==> src/rtl/pc_fetch_stage.sv <==
// Instruction-fetch stage: owns the PC, issues the instruction-memory request and
// fills the IF/ID register, with a one-entry buffer that parks a word fetched while stalled.
module pc_fetch_stage #(
    parameter logic [31:0] RESET_PC  = 32'h0000_0000,
    parameter logic [31:0] NOP_INSTR = 32'h0000_0000
) (
    input  logic        i_clk,
    input  logic        i_rst,
    input  logic [31:0] i_next_pc,
    input  logic        i_stall,
    input  logic        i_flush,
    input  logic        i_imem_ready,
    input  logic [31:0] i_imem_rdata,
    output logic        o_imem_req,
    output logic [31:0] o_imem_addr,
    output logic [31:0] o_pc,
    output logic [31:0] o_pc_plus4,
    output logic [31:0] o_ifid_instr,
    output logic [31:0] o_ifid_pc_plus4,
    output logic        o_ifid_valid
);

    typedef enum logic {
        ST_FETCH = 1'b0,
        ST_HELD  = 1'b1
    } state_t;

    state_t      r_state;
    logic [31:0] r_pc;
    logic [31:0] r_buf_instr;
    logic [31:0] r_buf_pc_plus4;
    logic [31:0] r_ifid_instr;
    logic [31:0] r_ifid_pc_plus4;
    logic        r_ifid_valid;

    state_t      w_state_next;
    logic [31:0] w_pc_next;
    logic [31:0] w_buf_instr_next;
    logic [31:0] w_buf_pc_plus4_next;
    logic [31:0] w_ifid_instr_next;
    logic [31:0] w_ifid_pc_plus4_next;
    logic        w_ifid_valid_next;

    logic [31:0] w_pc_plus4;
    logic [31:0] w_target_pc;

    assign w_pc_plus4  = r_pc + 32'd4;
    assign w_target_pc = {i_next_pc[31:2], 2'b00};

    assign o_imem_req      = (r_state == ST_FETCH) && !i_rst;
    assign o_imem_addr     = r_pc;
    assign o_pc            = r_pc;
    assign o_pc_plus4      = w_pc_plus4;
    assign o_ifid_instr    = r_ifid_instr;
    assign o_ifid_pc_plus4 = r_ifid_pc_plus4;
    assign o_ifid_valid    = r_ifid_valid;

    always_comb begin
        w_state_next         = r_state;
        w_pc_next            = r_pc;
        w_buf_instr_next     = r_buf_instr;
        w_buf_pc_plus4_next  = r_buf_pc_plus4;
        w_ifid_instr_next    = r_ifid_instr;
        w_ifid_pc_plus4_next = r_ifid_pc_plus4;
        w_ifid_valid_next    = r_ifid_valid;

        if (i_flush) begin
            // Redirect squashes both IF/ID and any parked word; a same-cycle response is dropped.
            w_pc_next           = w_target_pc;
            w_ifid_valid_next   = 1'b0;
            w_ifid_instr_next   = NOP_INSTR;
            w_buf_instr_next    = 32'h0;
            w_buf_pc_plus4_next = 32'h0;
            w_state_next        = ST_FETCH;
        end else if (i_stall) begin
            if (r_state == ST_FETCH && i_imem_ready) begin
                w_buf_instr_next    = i_imem_rdata;
                w_buf_pc_plus4_next = w_pc_plus4;
                w_state_next        = ST_HELD;
            end
        end else if (r_state == ST_HELD) begin
            w_ifid_instr_next    = r_buf_instr;
            w_ifid_pc_plus4_next = r_buf_pc_plus4;
            w_ifid_valid_next    = 1'b1;
            w_pc_next            = w_target_pc;
            w_state_next         = ST_FETCH;
        end else if (i_imem_ready) begin
            w_ifid_instr_next    = i_imem_rdata;
            w_ifid_pc_plus4_next = w_pc_plus4;
            w_ifid_valid_next    = 1'b1;
            w_pc_next            = w_target_pc;
        end else begin
            w_ifid_valid_next = 1'b0;
            w_ifid_instr_next = NOP_INSTR;
        end
    end

    always_ff @(posedge i_clk) begin
        if (i_rst) begin
            r_state         <= ST_FETCH;
            r_pc            <= RESET_PC;
            r_buf_instr     <= 32'h0;
            r_buf_pc_plus4  <= 32'h0;
            r_ifid_instr    <= NOP_INSTR;
            r_ifid_pc_plus4 <= 32'h0;
            r_ifid_valid    <= 1'b0;
        end else begin
            r_state         <= w_state_next;
            r_pc            <= w_pc_next;
            r_buf_instr     <= w_buf_instr_next;
            r_buf_pc_plus4  <= w_buf_pc_plus4_next;
            r_ifid_instr    <= w_ifid_instr_next;
            r_ifid_pc_plus4 <= w_ifid_pc_plus4_next;
            r_ifid_valid    <= w_ifid_valid_next;
        end
    end

endmodule

==> config.mk <==
export PLATFORM = sky130hd
export DESIGN_NAME = pc_fetch_stage
export DESIGN_NICKNAME = d
export VERILOG_FILES = /design/src/rtl/pc_fetch_stage.sv
export SDC_FILE = /design/constraint.sdc
export NUM_CORES = 1
export LEC_CHECK = 0
export CAP_MARGIN = 25
export CORE_MARGIN = 2
export CORE_UTILIZATION = 34
export CTS_BUF_LIST = sky130_fd_sc_hd__clkbuf_8
export CTS_CLUSTER_SIZE = 10
export DETAILED_ROUTE_END_ITERATION = 10
export PLACE_DENSITY_LB_ADDON = 0.2
export SLEW_MARGIN = 10
export SYNTH_ARGS = -nofsm -noshare
export SYNTH_HDL_FRONTEND = slang
export SYNTH_SLANG_ARGS = --single-unit
export TNS_END_PERCENT = 100
==> constraint.sdc <==
create_clock -name i_clk -period 2.1 [get_ports i_clk]
set_input_delay 0.315 -clock i_clk [delete_from_list [all_inputs] [get_ports i_clk]]
set_output_delay 0.315 -clock i_clk [all_outputs]
set_load 0.01 [all_outputs]
==> flow_summary.json <==
{
  "status": "finished with violations",
  "violations": "setup timing",
  "first_iter_violations": 368,
  "final_antenna_net_count": 0,
  "min_period_over_period_pct": 117,
  "cts_tree": "yes",
  "rrSetupSlack_ns": 0.07,
  "netlist_area_mm2": 0.00694,
  "die_y_um": 147,
  "min_period_ns": 2.47,
  "p_total_uw": 6610,
  "die_area_mm2": 0.0216,
  "yosys_warnings": 0,
  "ys_seq_area_share_pct": 45.0,
  "coreArea_mm2": 0.0201,
  "grt_pass1_wl_um": 34500,
  "synth-seq-cells": 156,
  "rsz0062_at_grt": "yes",
  "gp_congestion": 0.770,
  "crit_chain": "nand4_1 -> buf_6 -> nor4_4 -> buf_4 -> buf_6 -> nand4_1 -> xor2_1 -> inv_1 -> buf_6",
  "clkTransAtPathRegs_ns": 0.09,
  "die_x_um": 147,
  "worst_path_largest_cell_delay_ns": 0.33,
  "synth_top_area_share_pct": 45.0,
  "synth_top_cell_by_area": "dfxtp_1",
  "clock_sinks": 156,
  "powerDensity_mw_per_mm2": 605,
  "antenna_found_initial": 1,
  "endpoint_kind": "output pin",
  "path_class": "reg2out",
  "drcViolationCount": 0,
  "critPathBufInv": 5,
  "final_hold_viol_count": 0,
  "cts_buffer_depth": 2,
  "wl_um": 21900,
  "cp_slowest_cell": "dfxtp_2",
  "mostFrequentLayoutCell": "clkdlybuf4s50_1",
  "gr-usage-all-layers_pct": 20.0,
  "seq_area_mm2": 0.00315,
  "cp.depth": 9,
  "reg2reg_from": "o_imem_addr[3]$_SDFFE_PP0P_",
  "max_cap_violations": 0,
  "critPathLaunchType": "flip-flop",
  "num-nets-final": 1269,
  "nFillCells": 1860,
  "viasPerCell": 4.79,
  "antenna_cells": 0,
  "htree_levels": 4,
  "multiInputGateArea_mm2": 0.00358,
  "critPathRequiredTime_ns": 1.78,
  "fin_ws_ns": -0.366,
  "fmax_mhz": 406,
  "endpoint": "o_pc_plus4[23]",
  "finalMaxSlewViolations": 0,
  "insertion_delay_ns": 0.47,
  "cts_made_buffers": 17,
  "timing.slew.headroom_pct": 57.0,
  "start_util_pct": 34.5,
  "io_buffers": 220,
  "grt_overflow": 0,
  "synthCells": 909,
  "fin_skew_ns": 0.00840,
  "placed_area_mm2": 0.00976,
  "wl_per_cell_um": 14.8,
  "finalSetupViolCount": 21,
  "dr.pass1.iters": 5,
  "hpwl_um": 14700,
  "area_growth_pct": 57.5,
  "cts_hold_buf": 0,
  "r2r-end": "o_ifid_pc_plus4[18]$_SDFFE_PP0P_",
  "cp.arrival_ns": 2.15,
  "cts_root_buf": "clkbuf_8",
  "crit_top_cell": "buf_6",
  "grt_max_degree": 69,
  "r2r_cells": 12,
  "rows": 52,
  "critPathMaxFanout": 4,
  "final_cell_mix": "clkdlybuf4s50_1, nand2_1, a21oi_1",
  "drive_gt1_share_pct": 23.3,
  "synthTopCellsByArea": "dfxtp_1, a21oi_1, nand2_1",
  "pre_cts_slack_ns": -0.217,
  "cp-startpoint": "o_imem_addr[14]$_SDFFE_PP0P_",
  "grt_pass1_vias": 6725,
  "final_core_util_pct": 54.4,
  "leakage_uw": 0.00440,
  "design_area_mm2": 0.0109,
  "io_pins": 231,
  "hp-class": "in2reg",
  "whs_ns": 0.150,
  "yosysUniqueCellTypes": 37,
  "ir_drop_mv": 0.396,
  "crit_family": "buffers and inverters",
  "syn_area_per_cell_um2": 7.64,
  "tightest_slew_ns": 0.645,
  "num_vias": 7104
}
-- per-stage QoR --
step                TNS, ns  instances
floorplan                 0        916
global placement      -2.39       1398
detailed placement    -2.74       1398
CTS                   -4.93       1467
global route          -6.76       1482
finish                -4.27       1482
-- layout make-up --
type                       count  share of cell area [%]
multi-input combinational    632                    32.7
timing repair buffer         370                    31.0
sequential                   156                    28.8
tap                          270                    3.09
clock buffer                  17                    2.14
clock inverter                15                    1.48
inverter                      22                   0.755
-- repair_timing --
action / in CTS / in global routing
gates resized for setup: 165 / 45
buffers inserted: 37 / 21
pin swaps: 33 / 42
endpoints found under the setup margin: 28 / 29
cloned: 0 / 0
-- worst register-to-register path: stages (launching register included) --
cell and delay (ns):
dfxtp_2 0.37, ha_4 0.15, nand2_2 0.06, or3_4 0.36
buf_6 0.15, nor2_4 0.09, xnor2_2 0.08, buf_4 0.14
buf_6 0.10, buf_6 0.10, buf_6 0.10, buf_6 0.11
o22ai_2 0.15
-- power by group --
part	switching [µW]	leakage, µW	internal, µW
registers	54.4	0.00128	3050
clock network	1220	0.000190	1070
logic	595	0.00294	619
total	1870	0.00440	4750
-- cell usage after synthesis (all sizes together) --
master,n
nand3,16
inv,22
a211oi,10
o211ai,3
or3,3
nand2b,3
and2,1
mux2i,1
nand3b,33
or2,3
nor3,14
clkbuf,63
nand4,12
conb,1
buf,43
ha,1
dfxtp,156
a31oi,4
o22ai,15
and3,21
a21oi,166
nand2,191
and4,3
o21ai,24
a311oi,1
nor4,4
xor2,19
xnor2,8
nor2,68
-- cells by family after synthesis --
logic type      synth area share (%)
compound gates                  16.9
xor+xnor                        3.41
buf+inv                         9.01
mux                            0.144
fa+ha+maj                      0.180
flops                           45.0
simple gates                    25.3
other cells                   0.0540
-- routing by layer --
metal	GRT usage (%)	part of all wire, %	vias to the layer above
met5	0	0.059	-
met4	5.92	1.7	2
met3	6.55	7.6	25
met2	32.4	46	214
met1	25.4	44	3280
li1	-	-	3583
-- worst min path at each step --
stage	slack [ns]	end	from	cells after the start
finish	0.15	r_state$_SDFFE_PP0P_	i_rst	4
global placement	0.44	r_buf_instr[28]$_SDFFE_PP0P_	r_buf_instr[28]$_SDFFE_PP0P_	2
detailed placement	0.45	r_buf_instr[23]$_SDFFE_PP0P_	r_buf_instr[23]$_SDFFE_PP0P_	2
floorplan	0.44	r_buf_pc_plus4[3]$_SDFFE_PP0P_	r_buf_pc_plus4[3]$_SDFFE_PP0P_	2
global route	0.14	r_state$_SDFFE_PP0P_	i_rst	4
CTS	0.36	r_state$_SDFFE_PP0P_	i_stall	4
-- registers in the layout (all words and copies together) (netlist names) --
register and flops:
o_ifid_instr 32, o_imem_addr 30, o_ifid_pc_plus4 30, r_buf_instr 32
o_ifid_valid 1, r_state 1, r_buf_pc_plus4 30
Power figures use the tool's default switching activity.
